$ cat src/rtl/bpu_pkg.sv
// Shared definitions for the set-associative branch target buffer.
//   - update op encodings (BPU_OP_*) and their width BPU_OP_NBIT
//   - clog2 for deriving index/way widths from parameters
//   - saturating helpers for direction counters up to 3 bits wide
package bpu_pkg;

    localparam int BPU_OP_NBIT  = 2;
    localparam int BPU_CNT_WMAX = 3;

    typedef enum logic [BPU_OP_NBIT-1:0] {
        BPU_OP_NOP      = 2'd0,
        BPU_OP_TAKEN    = 2'd1,
        BPU_OP_NOTTAKEN = 2'd2,
        BPU_OP_FLUSH    = 2'd3
    } bpu_op_e;

    function automatic int clog2(input int n);
        int r;
        r = 0;
        for (int i = 0; i < 32; i++) begin
            if ((1 << r) < n) r = r + 1;
        end
        return r;
    endfunction

    // Counters are carried in the widest legal width; callers cast back.
    function automatic logic [BPU_CNT_WMAX-1:0] cnt_inc(input logic [BPU_CNT_WMAX-1:0] c,
                                                         input int nbit);
        logic [BPU_CNT_WMAX-1:0] top;
        top = BPU_CNT_WMAX'((1 << nbit) - 1);
        return (c >= top) ? top : c + 3'd1;
    endfunction

    function automatic logic [BPU_CNT_WMAX-1:0] cnt_dec(input logic [BPU_CNT_WMAX-1:0] c);
        return (c == '0) ? c : c - 3'd1;
    endfunction

    // Weakly-taken value written on allocation.
    function automatic logic [BPU_CNT_WMAX-1:0] cnt_init(input int nbit);
        return BPU_CNT_WMAX'(1 << (nbit - 1));
    endfunction

endpackage

$ cat src/rtl/syn_bpu_assoc_if.sv
// Bus between the pipeline and the branch target buffer.
//   en     : global pipeline enable (0 freezes all predictor state)
//   op     : update op from EX (NOP / TAKEN / NOTTAKEN / FLUSH)
//   pc_w   : EX branch pc, dst_w : EX resolved target
//   pc_r   : IF fetch pc; dst_r / take_r / hit_r : lookup result
// Protocol: there is no valid/ready pairing. A lookup is a pure combinational
// function of pc_r, answered in the same cycle. An update is presented for one
// cycle on op/pc_w/dst_w and is committed at the rising edge where en=1; the
// predictor can never stall, so the sender needs no acknowledge.
interface syn_bpu_assoc_if #(
    parameter int PC_NBIT = 10
);
    logic                          en;
    logic [bpu_pkg::BPU_OP_NBIT-1:0] op;
    logic [PC_NBIT-1:0]            pc_r;
    logic [PC_NBIT-1:0]            pc_w;
    logic [PC_NBIT-1:0]            dst_w;
    logic [PC_NBIT-1:0]            dst_r;
    logic                          take_r;
    logic                          hit_r;

    modport master (
        output en, op, pc_r, pc_w, dst_w,
        input  dst_r, take_r, hit_r
    );

    modport slave (
        input  en, op, pc_r, pc_w, dst_w,
        output dst_r, take_r, hit_r
    );
endinterface

$ cat src/rtl/bpu_set.sv
// One set of the branch target buffer: WAYS entries (valid, tag, target,
// direction counter) plus a round-robin victim pointer.
//   clk, rst         : clock, synchronous active-high reset
//   en, op           : update enable and op (FLUSH clears every set)
//   upd_sel          : this set is the one addressed by pc_w
//   tag_w, dst_w     : update tag and resolved target
//   tag_r            : lookup tag
//   rd_hit, rd_cnt,
//   rd_dst           : pre-update lookup result (zeros on miss)
module bpu_set
    import bpu_pkg::*;
#(
    parameter int TAG_NBIT = 7,
    parameter int PC_NBIT  = 10,
    parameter int WAYS     = 2,
    parameter int CNT_NBIT = 2
) (
    input  logic                   clk,
    input  logic                   rst,
    input  logic                   en,
    input  logic [BPU_OP_NBIT-1:0] op,
    input  logic                   upd_sel,
    input  logic [TAG_NBIT-1:0]    tag_w,
    input  logic [PC_NBIT-1:0]     dst_w,
    input  logic [TAG_NBIT-1:0]    tag_r,
    output logic                   rd_hit,
    output logic [CNT_NBIT-1:0]    rd_cnt,
    output logic [PC_NBIT-1:0]     rd_dst
);

    localparam int WAY_NBIT = (WAYS > 1) ? clog2(WAYS) : 1;

    logic                valid_q [WAYS];
    logic                valid_d [WAYS];
    logic [TAG_NBIT-1:0] tag_q   [WAYS];
    logic [TAG_NBIT-1:0] tag_d   [WAYS];
    logic [PC_NBIT-1:0]  dst_q   [WAYS];
    logic [PC_NBIT-1:0]  dst_d   [WAYS];
    logic [CNT_NBIT-1:0] cnt_q   [WAYS];
    logic [CNT_NBIT-1:0] cnt_d   [WAYS];
    logic [WAY_NBIT-1:0] vic_q;
    logic [WAY_NBIT-1:0] vic_d;

    logic                w_hit;
    logic [WAY_NBIT-1:0] w_way;
    logic                free_ok;
    logic [WAY_NBIT-1:0] free_way;
    logic [WAY_NBIT-1:0] alloc_way;

    // Scanning from the top way down lets the lowest-numbered way win.
    always_comb begin
        rd_hit = 1'b0;
        rd_cnt = '0;
        rd_dst = '0;
        for (int i = WAYS - 1; i >= 0; i--) begin
            if (valid_q[i] && (tag_q[i] == tag_r)) begin
                rd_hit = 1'b1;
                rd_cnt = cnt_q[i];
                rd_dst = dst_q[i];
            end
        end
    end

    always_comb begin
        w_hit    = 1'b0;
        w_way    = '0;
        free_ok  = 1'b0;
        free_way = '0;
        for (int i = WAYS - 1; i >= 0; i--) begin
            if (valid_q[i] && (tag_q[i] == tag_w)) begin
                w_hit = 1'b1;
                w_way = WAY_NBIT'(i);
            end
            if (!valid_q[i]) begin
                free_ok  = 1'b1;
                free_way = WAY_NBIT'(i);
            end
        end
    end

    assign alloc_way = free_ok ? free_way : vic_q;

    always_comb begin
        valid_d = valid_q;
        tag_d   = tag_q;
        dst_d   = dst_q;
        cnt_d   = cnt_q;
        vic_d   = vic_q;
        if (en) begin
            if (op == BPU_OP_FLUSH) begin
                for (int i = 0; i < WAYS; i++) begin
                    valid_d[i] = 1'b0;
                    tag_d[i]   = '0;
                    dst_d[i]   = '0;
                    cnt_d[i]   = '0;
                end
                vic_d = '0;
            end else if (upd_sel && (op == BPU_OP_TAKEN)) begin
                if (w_hit) begin
                    cnt_d[w_way] = CNT_NBIT'(cnt_inc(BPU_CNT_WMAX'(cnt_q[w_way]), CNT_NBIT));
                    dst_d[w_way] = dst_w;
                end else begin
                    valid_d[alloc_way] = 1'b1;
                    tag_d[alloc_way]   = tag_w;
                    dst_d[alloc_way]   = dst_w;
                    cnt_d[alloc_way]   = CNT_NBIT'(cnt_init(CNT_NBIT));
                    // The pointer only moves when a valid entry is evicted.
                    if (!free_ok) begin
                        vic_d = (vic_q == WAY_NBIT'(WAYS - 1)) ? '0 : vic_q + WAY_NBIT'(1);
                    end
                end
            end else if (upd_sel && (op == BPU_OP_NOTTAKEN) && w_hit) begin
                cnt_d[w_way] = CNT_NBIT'(cnt_dec(BPU_CNT_WMAX'(cnt_q[w_way])));
            end
        end
    end

    always_ff @(posedge clk) begin
        if (rst) begin
            for (int i = 0; i < WAYS; i++) begin
                valid_q[i] <= 1'b0;
                tag_q[i]   <= '0;
                dst_q[i]   <= '0;
                cnt_q[i]   <= '0;
            end
            vic_q <= '0;
        end else begin
            valid_q <= valid_d;
            tag_q   <= tag_d;
            dst_q   <= dst_d;
            cnt_q   <= cnt_d;
            vic_q   <= vic_d;
        end
    end

endmodule

$ cat src/rtl/syn_bpu_assoc.sv
// Set-associative branch target buffer for the IF stage.
//   clk, rst : clock, synchronous active-high reset (wins over en and op)
//   bus      : syn_bpu_assoc_if.slave -- lookup (pc_r -> hit_r/take_r/dst_r,
//              combinational) and update (en/op/pc_w/dst_w, registered)
// Index is pc[log2(SETS)-1:0]; the remaining upper bits form the tag.
// Optional macro BPU_FWD_EN: bypasses a same-cycle update to the lookup when
// pc_w == pc_r, and makes an enabled FLUSH force a miss in the same cycle.
module syn_bpu_assoc
    import bpu_pkg::*;
#(
    parameter int PC_NBIT  = 10,
    parameter int SETS     = 8,
    parameter int WAYS     = 2,
    parameter int CNT_NBIT = 2
) (
    input  logic           clk,
    input  logic           rst,
    syn_bpu_assoc_if.slave bus
);

    localparam int IDX_NBIT = clog2(SETS);
    localparam int TAG_NBIT = PC_NBIT - IDX_NBIT;

    logic [IDX_NBIT-1:0] idx_r;
    logic [IDX_NBIT-1:0] idx_w;
    logic [TAG_NBIT-1:0] tag_r;
    logic [TAG_NBIT-1:0] tag_w;

    logic                set_hit [SETS];
    logic [CNT_NBIT-1:0] set_cnt [SETS];
    logic [PC_NBIT-1:0]  set_dst [SETS];

    logic                lk_hit;
    logic [CNT_NBIT-1:0] lk_cnt;
    logic [PC_NBIT-1:0]  lk_dst;

    logic                hit_n;
    logic [CNT_NBIT-1:0] cnt_n;
    logic [PC_NBIT-1:0]  dst_n;

    assign idx_r = bus.pc_r[IDX_NBIT-1:0];
    assign tag_r = bus.pc_r[PC_NBIT-1:IDX_NBIT];
    assign idx_w = bus.pc_w[IDX_NBIT-1:0];
    assign tag_w = bus.pc_w[PC_NBIT-1:IDX_NBIT];

    for (genvar s = 0; s < SETS; s++) begin : g_set
        bpu_set #(
            .TAG_NBIT (TAG_NBIT),
            .PC_NBIT  (PC_NBIT),
            .WAYS     (WAYS),
            .CNT_NBIT (CNT_NBIT)
        ) u_set (
            .clk     (clk),
            .rst     (rst),
            .en      (bus.en),
            .op      (bus.op),
            .upd_sel (idx_w == IDX_NBIT'(s)),
            .tag_w   (tag_w),
            .dst_w   (bus.dst_w),
            .tag_r   (tag_r),
            .rd_hit  (set_hit[s]),
            .rd_cnt  (set_cnt[s]),
            .rd_dst  (set_dst[s])
        );
    end

    assign lk_hit = set_hit[idx_r];
    assign lk_cnt = set_cnt[idx_r];
    assign lk_dst = set_dst[idx_r];

    always_comb begin
        hit_n = lk_hit;
        cnt_n = lk_cnt;
        dst_n = lk_dst;
`ifdef BPU_FWD_EN
        // With pc_w == pc_r the pre-update lookup already names the entry the
        // update will touch, so the post-update entry is derived from it.
        if (bus.en) begin
            if (bus.op == BPU_OP_FLUSH) begin
                hit_n = 1'b0;
                cnt_n = '0;
                dst_n = '0;
            end else if (bus.pc_w == bus.pc_r) begin
                if (bus.op == BPU_OP_TAKEN) begin
                    hit_n = 1'b1;
                    dst_n = bus.dst_w;
                    cnt_n = lk_hit ? CNT_NBIT'(cnt_inc(BPU_CNT_WMAX'(lk_cnt), CNT_NBIT))
                                   : CNT_NBIT'(cnt_init(CNT_NBIT));
                end else if ((bus.op == BPU_OP_NOTTAKEN) && lk_hit) begin
                    cnt_n = CNT_NBIT'(cnt_dec(BPU_CNT_WMAX'(lk_cnt)));
                end
            end
        end
`endif
    end

    // Counter MSB set is the same as counter >= the weakly-taken value.
    assign bus.hit_r  = hit_n;
    assign bus.take_r = hit_n && (cnt_n >= CNT_NBIT'(cnt_init(CNT_NBIT)));
    assign bus.dst_r  = dst_n;

endmodule

$ cat src/flat_wrapper.sv
// flat-port wrapper written by rule: the top's interface ports become plain ports
module syn_bpu_assoc_flat import bpu_pkg::*;
#(
    parameter int PC_NBIT  = 10,
    parameter int SETS     = 8,
    parameter int WAYS     = 2,
    parameter int CNT_NBIT = 2
)
  (clk, rst, bus_en, bus_op, bus_pc_r, bus_pc_w, bus_dst_w, bus_dst_r, bus_take_r, bus_hit_r);
  syn_bpu_assoc_if #(.PC_NBIT(PC_NBIT)) bus_i ();
  input  logic clk;
  input  logic rst;
  input wire logic [$bits(bus_i.en)-1:0] bus_en;
  input wire logic [$bits(bus_i.op)-1:0] bus_op;
  input wire logic [$bits(bus_i.pc_r)-1:0] bus_pc_r;
  input wire logic [$bits(bus_i.pc_w)-1:0] bus_pc_w;
  input wire logic [$bits(bus_i.dst_w)-1:0] bus_dst_w;
  output wire logic [$bits(bus_i.dst_r)-1:0] bus_dst_r;
  output wire logic [$bits(bus_i.take_r)-1:0] bus_take_r;
  output wire logic [$bits(bus_i.hit_r)-1:0] bus_hit_r;
  assign bus_i.en = bus_en;
  assign bus_i.op = bus_op;
  assign bus_i.pc_r = bus_pc_r;
  assign bus_i.pc_w = bus_pc_w;
  assign bus_i.dst_w = bus_dst_w;
  assign bus_dst_r = bus_i.dst_r;
  assign bus_take_r = bus_i.take_r;
  assign bus_hit_r = bus_i.hit_r;
  syn_bpu_assoc #(.PC_NBIT(PC_NBIT), .SETS(SETS), .WAYS(WAYS), .CNT_NBIT(CNT_NBIT)) u_core (.clk(clk), .rst(rst), .bus(bus_i));
endmodule
$ cat config.mk
export PLATFORM = sky130hd
export DESIGN_NAME = syn_bpu_assoc_flat
export DESIGN_NICKNAME = d
export VERILOG_FILES = /design/src/rtl/bpu_pkg.sv /design/src/rtl/syn_bpu_assoc_if.sv /design/src/rtl/bpu_set.sv /design/src/rtl/syn_bpu_assoc.sv /design/src/flat_wrapper.sv
export SDC_FILE = /design/constraint.sdc
export NUM_CORES = 1
export LEC_CHECK = 0
export BUFFER_PORTS_ARGS = -buffer_cell sky130_fd_sc_hd__buf_2
export CAP_MARGIN = 10
export CORE_ASPECT_RATIO = 0.5
export CORE_UTILIZATION = 44
export CTS_CLUSTER_SIZE = 12
export DETAILED_ROUTE_END_ITERATION = 8
export PLACE_DENSITY = 0.64
export SETUP_SLACK_MARGIN = 0.02
export SLEW_MARGIN = 20
export SYNTH_ARGS = -nofsm -noshare
export SYNTH_HDL_FRONTEND = slang
export SYNTH_SLANG_ARGS = --single-unit
$ cat constraint.sdc
create_clock -name clk -period 2.4 [get_ports clk]
set_input_delay 0.12 -clock clk [delete_from_list [all_inputs] [get_ports clk]]
set_output_delay 0.12 -clock clk [all_outputs]
set_load 0.005 [all_outputs]
==> flow_summary.json, run 1 <==
{
  "rrSetupSlack_ns": 0.11,
  "peakVddDrop_mv": 0.4082,
  "yosysMostFrequentCell": "dfxtp_1",
  "clk_latency_ns": 0.54,
  "top_usage_layer": "met1",
  "min_period_ns": 2.863,
  "hpwl_mm": 45.18,
  "switching_share_pct": 26.71,
  "grt_max_degree": 114,
  "diodes": 0,
  "clock_skew_ns": 0.02224,
  "finalSetupTns_ns": -4.587,
  "slew-limit-headroom_pct": 38.42,
  "grt_pass1_wl_mm": 95.50,
  "ant_nets": 0,
  "fp.dieArea_um2": 41600,
  "io_buffer_count": 46,
  "first_pass_iters": 6,
  "yosysWarnings": 0,
  "reg2reg_from": "u_core.g_set[4].u_set.tag_q[11]",
  "pwr-share-clk_pct": 41.6,
  "cap_violations": 0,
  "power_leakage_uw": 0.007867,
  "critPathLaunch": "u_core.g_set[3].u_set.tag_q[8]",
  "synthTopCellsByArea": "dfxtp_1 (37%), xnor2_1 (8.1%), a22o_1 (4.4%), nor2_1 (3.6%), a21oi_1 (3.4%)",
  "syn_area_per_cell_um2": 8.496,
  "fin_ws_ns": -0.4627,
  "drive_gt1_share_pct": 22.15,
  "use_met2_pct": 42.94,
  "p_seq_share_pct": 45.4,
  "cts_root_buffer": "clkbuf_16",
  "initialDrtViolationCount": 2299,
  "place.gp.congestion": 0.9586,
  "ys_ff_latch": 328,
  "critPathMaxFanout": 6,
  "slew_violations": 0,
  "met1_usage_pct": 44.22,
  "die_h_um": 144.7,
  "grt_antenna_before_repair": 1,
  "r2r-end": "u_core.g_set[4].u_set.cnt_q[1]",
  "violations": "setup timing",
  "htreeDepth": 2,
  "synthTopCellsByCount": "dfxtp_1 (328), nor2_1 (170), xnor2_1 (165)",
  "fmax_ghz": 0.3493,
  "cts_buffers": 34,
  "core_um2": 39500,
  "syn_area_um2": 17930,
  "grt_remaining_overflow": 0,
  "grtUsageMet3_pct": 5.752,
  "setup_viol": 12,
  "wl_per_cell_um": 21.97,
  "r2r_cells": 8,
  "power_density_nw_per_um2": 555.6,
  "cts_tree": "built",
  "seq_area_frac_synth_pct": 36.63,
  "die_x_um": 287.5,
  "vias": 17730,
  "worstSetupPathType": "register to output pin",
  "drc_errors": 0,
  "fin_nets": 2359,
  "clkSlewWorstSetupHoldPaths_ns": 0.06,
  "grt_pass1_vias": 15750,
  "syn_to_final_growth_pct": 23.29,
  "start_util_pct": 45.38,
  "syn_nets": 2145,
  "grt_setup_unrepaired": "yes",
  "tightestPinTransition_ns": 0.9218,
  "cts.sinks": 328,
  "cts_buffer_depth": 3,
  "synth_top_area_cell": "dfxtp_1",
  "fp-row-count": 51,
  "dp_cells": 2806,
  "routed_wirelength_mm": 62.93,
  "min_path_type": "input pin to register",
  "p_int_uw": 9000,
  "fin_hold_ws_ns": 0.02286,
  "crit_path_end": "bus_dst_r[7]",
  "synth-edff-count": 0,
  "cp.required_ns": 2.28,
  "grt_usage_pct": 29.67,
  "min_period_over_period_pct": 119.3,
  "synth_flop_cell": "dfxtp_1",
  "final_util_pct": 55.95,
  "syn_inst": 2110,
  "num-fill-cells": 3531,
  "endpoint_kind": "output pin",
  "yosysTopAreaCellShare_pct": 36.63,
  "outcome": "finished, violations left",
  "switchingPower_uw": 3280,
  "synthArstFlopShare_pct": 0,
  "power_frac_comb_pct": 13.0,
  "pre_cts_ws_ns": -0.4745,
  "start_kind": "register",
  "ios": 47,
  "yosysUniqueCellTypes": 80,
  "hold_viol_final": 0,
  "crit_arrival_ns": 2.74,
  "vias_per_cell": 6.192,
  "instances_no_fill": 2864
}
==> cell type report <==
class | count | area, um^2 | share of cell area [%]
clock buffers | 43 | 955.9 | 4.325
flip-flops and latches | 328 | 6581 | 29.78
clock inverters | 3 | 43.79 | 0.1981
inverters | 86 | 322.8 | 1.461
multi-input cells | 1540 | 10770 | 48.74
repair buffers | 334 | 2763 | 12.50
well taps | 530 | 663.1 | 3.000
==> worst min path at each step <==
stage	start	end	depth (start not counted)	slack, ns
after floorplan	u_core.g_set[3].u_set.dst_q[10]	u_core.g_set[3].u_set.dst_q[10]	2	0.43
after global placement	u_core.g_set[3].u_set.dst_q[12]	u_core.g_set[3].u_set.dst_q[12]	2	0.44
after detailed placement	u_core.g_set[3].u_set.dst_q[12]	u_core.g_set[3].u_set.dst_q[12]	2	0.45
after CTS	bus_dst_w[2]	u_core.g_set[1].u_set.dst_q[12]	3	0.006
after global routing	bus_dst_w[2]	u_core.g_set[5].u_set.dst_q[2]	3	0.03
final	bus_dst_w[2]	u_core.g_set[1].u_set.dst_q[12]	3	0.02
==> flip-flops by register name, summed over array words and instances, names as in the netlist <==
register                    cells
u_core.g_set.u_set.dst_q      160
u_core.g_set.u_set.tag_q      112
u_core.g_set.u_set.cnt_q       32
u_core.g_set.u_set.valid_q     16
u_core.g_set.u_set.vic_q        8
==> logic make-up (layout without fill, tap and decap cells) <==
logic type      count (synthesis)  in the layout  synth area share [%]
compound gates                625            625                 25.59
mux                            42             42                 2.415
fa+ha+maj                      10             10                0.5584
xor+xnor                      227            227                 11.09
buf+inv                       242            466                 5.793
flops                         328            328                 36.63
simple gates                  636            636                 17.92
==> power by group through the flow <==
stage | Clock, uW | Combinational, uW | Sequential [uW]
after floorplan | 0 | 878 | 5680
after global placement | 0 | 1480 | 5690
after detailed placement | 0 | 1490 | 5690
after CTS | 5160 | 1530 | 5570
after global routing | 5380 | 1690 | 5570
final | 5110 | 1600 | 5570
==> stage by stage <==
stage | area (um^2) | power, uW
detailed placement | 20510 | 7179
finish | 22100 | 12280
global route | 22100 | 12640
floorplan | 17930 | 6555
global placement | 20510 | 7169
CTS | 21770 | 12250
==> critical path, stage by stage, from the launching register on <==
cell and delay, ns:
dfxtp_1 0.33, xor2_1 0.17, nor4_2 0.29, nand4_1 0.18, buf_6 0.18, nor3b_4 0.15
buf_4 0.18, a221oi_1 0.31, buf_4 0.18, a22oi_2 0.09, buf_2 0.15
==> what timing repair did <==
item	in CTS	in global routing
pin swaps	26	28
hold endpoints to repair	11	0
endpoints found under the setup margin	52	168
hold buffers	4	0
cloned	0	0
gates resized for setup	53	58
setup buffers	2	7
==> cells in the final DEF (no fill, tap or decap), drive strengths merged, types with 45 or more instances in the layout <==
cell type / instances
buf: 330
dfxtp: 328
nor2: 172
xnor2: 165
a21oi: 130
nand2: 126
nand3: 121
a22o: 91
inv: 87
a22oi: 69
o21ai: 69
nand4: 62
xor2: 62
o32ai: 45
==> per-layer routing <==
layer	part of all wire (%)	vias up	wire length [um]
met5	0.021	-	13
met4	2.2	2	1414
met1	46	8544	29120
li1	-	8190	-
met2	41	905	26100
met3	10	93	6278
Note: power is estimated with default switching activity, not from simulation.
==> inputs of run 2 (changes only) <==
--- a/constraint.sdc
+++ b/constraint.sdc
@@ -3,2 +3,2 @@
 set_output_delay 0.12 -clock clk [all_outputs]
-set_load 0.005 [all_outputs]
+set_load 0.02 [all_outputs]
==> flow_summary.json, run 2 (synthesized netlist as in run 1, its figures left out) <==
{
  "cp.required_ns": 2.28,
  "grt_usage_pct": 30.23,
  "crit_arrival_ns": 2.88,
  "r2r_cells": 9,
  "violations": "setup timing",
  "hpwl_mm": 46.25,
  "clkSlewWorstSetupHoldPaths_ns": 0.07,
  "power_leakage_uw": 0.007852,
  "fin_hold_ws_ns": 0.01059,
  "hold_viol_final": 0,
  "crit_family": "simple AND/OR/NAND/NOR gates",
  "power_density_nw_per_um2": 550.8,
  "ant_nets": 0,
  "routed_wirelength_mm": 63.94,
  "vias": 17880,
  "final_common_cell": "dfxtp_1",
  "first_pass_iters": 6,
  "r2r-end": "u_core.g_set[6].u_set.tag_q[7]",
  "slew_violations": 0,
  "reg2reg_from": "u_core.g_set[6].u_set.tag_q[11]",
  "largest_reg_flops": 160,
  "critPathMaxFanout": 7,
  "worstSetupPathType": "register to output pin",
  "min_period_ns": 2.999,
  "min_path_type": "input pin to register",
  "fmax_ghz": 0.3334,
  "cp_slowest_cell": "or4b_4",
  "drive_gt1_share_pct": 21.55,
  "outcome": "finished, violations left",
  "slew-limit-headroom_pct": 40.50,
  "htreeDepth": 2,
  "critical-path-max-stage-delay_ns": 0.58,
  "clk_latency_ns": 0.54,
  "cts_root_buffer": "clkbuf_16",
  "dp_cells": 2810,
  "cts_buffers": 34,
  "crit_path_end": "bus_dst_r[7]",
  "wl_per_cell_um": 22.32,
  "cp_cell_sequence": "xnor2_1, nand2_1, or4b_4, buf_6, nor2_1, buf_4, a22o_1, o21ai_1, a22oi_2, buf_6",
  "min_period_over_period_pct": 125.0,
  "peakVddDrop_mv": 0.4019,
  "fin_nets": 2357,
  "fp.dieArea_um2": 41600,
  "fp-row-count": 51,
  "critPathLaunch": "u_core.g_set[6].u_set.tag_q[13]",
  "grt_pass1_vias": 16120,
  "grt_pass1_wl_mm": 97.30,
  "grt_antenna_before_repair": 0,
  "tightestPinTransition_ns": 0.8907,
  "ios": 47,
  "fin_ws_ns": -0.5991,
  "path_depth": 10,
  "io_buffer_count": 46,
  "grt_remaining_overflow": 0,
  "setup_viol": 13,
  "place.gp.congestion": 0.9925,
  "die_x_um": 287.5,
  "final_cell_mix": "dfxtp_1 (320), buf_4 (253), nor2_1 (165)",
  "clock_skew_ns": 0.02981,
  "crit_top_cell": "buf_6",
  "die_h_um": 144.7,
  "cts_buffer_depth": 3,
  "drc_errors": 0,
  "path_buf_inv": 3,
  "vias_per_cell": 6.242,
  "syn_to_final_growth_pct": 23.31,
  "start_kind": "register",
  "num-fill-cells": 3555,
  "start_util_pct": 45.38,
  "initialDrtViolationCount": 2094,
  "endpoint_kind": "output pin",
  "grt_setup_unrepaired": "yes",
  "cap_violations": 0,
  "top_regs": "u_core.g_set.u_set.dst_q (160), u_core.g_set.u_set.tag_q (112), u_core.g_set.u_set.cnt_q (32)",
  "core_um2": 39500,
  "instances_no_fill": 2864,
  "regMostFlops": "u_core.g_set.u_set.dst_q",
  "cts.sinks": 328,
  "rrSetupSlack_ns": -0.03,
  "diodes": 0,
  "grt_max_degree": 64,
  "cts_tree": "built"
}
-- run 2: cell types whose count changed in the layout (fill, tap and decap cells not counted), moves of 4 or more --
cell      previous run  this run
buf_6                2        22
buf_2               45        33
nor4_1               5        11
nor4_2              13         7
buf_12              28        23
a221oi_4             0         4
nor3_1              28        32
xnor2_2              6         2
-- run 2: per-stage QoR --
step	util (%)	power [uW]	cell area, um^2	worst slack (ns)	setup TNS [ns]
2_1_floorplan	-	6573	17930	0.09609	0
3_3_place_gp	51.85	7172	20480	-0.5604	-11.01
3_5_place_dp	51.87	7181	20490	-0.5535	-12.85
4_1_cts	55.03	12120	21740	-0.6164	-6.480
5_1_grt	55.96	12540	22110	-0.6968	-7.467
6_report	55.96	12180	22110	-0.5991	-6.253
-- run 2: power by group --
group / switching [uW] / internal (uW)
sequential: 57.4 / 5510
combinational: 1010 / 604
clock: 2240 / 2760
total: 3300 / 8870
-- run 2: layout make-up --
| cell class | count | area [um^2] | area share, % |
|---|---|---|---|
| Clock buffer | 45 | 953.4 | 4.313 |
| Inverter | 86 | 322.8 | 1.460 |
| Tap cell | 530 | 663.1 | 3.000 |
| Sequential cell | 328 | 6579 | 29.76 |
| Timing Repair Buffer | 332 | 2783 | 12.59 |
| Clock inverter | 3 | 18.77 | 0.08490 |
| Multi-Input combinational cell | 1540 | 10790 | 48.79 |
-- run 2: what timing repair did --
action                                  in CTS  in global routing
resized for setup                           69                 66
endpoints found under the hold margin        2                  0
hold buffers                                 1                  0
pin swaps                                   23                 32
buffers inserted                             5                  6
endpoints found under the setup margin      38                158
-- run 2: worst register-to-register path: cells and delay by family, from the launching register on --
family	cells	cell delay, ns
AO/OA/AOI/OAI	3	0.86
flip-flops	1	0.34
buffers and inverters	2	0.33
XOR/XNOR	1	0.16
AND/OR/NAND/NOR	3	0.64
-- run 2: per-layer routing --
metal  track usage (%)  share of wire [%]  vias to the layer above
met1             44.51                 46                     8652
met4             9.323                2.8                        0
met5                 0                  0                        -
met2             44.34                 42                      904
met3             5.392                9.9                      124
li1                  -                  -                     8198
-- run 2: how the worst min path moves through the flow --
stage                                          startpoint                              end  slack, ns  cells past startpoint
after floorplan           u_core.g_set[3].u_set.dst_q[10]  u_core.g_set[3].u_set.dst_q[10]       0.43                      2
after global placement    u_core.g_set[3].u_set.dst_q[11]  u_core.g_set[3].u_set.dst_q[11]       0.44                      2
after detailed placement  u_core.g_set[3].u_set.dst_q[12]  u_core.g_set[3].u_set.dst_q[12]       0.45                      2
after CTS                                    bus_dst_w[9]  u_core.g_set[0].u_set.dst_q[19]     0.0004                      3
after global routing                         bus_dst_w[2]  u_core.g_set[0].u_set.dst_q[12]       0.02                      3
final                                                 rst  u_core.g_set[5].u_set.dst_q[18]       0.01                      2
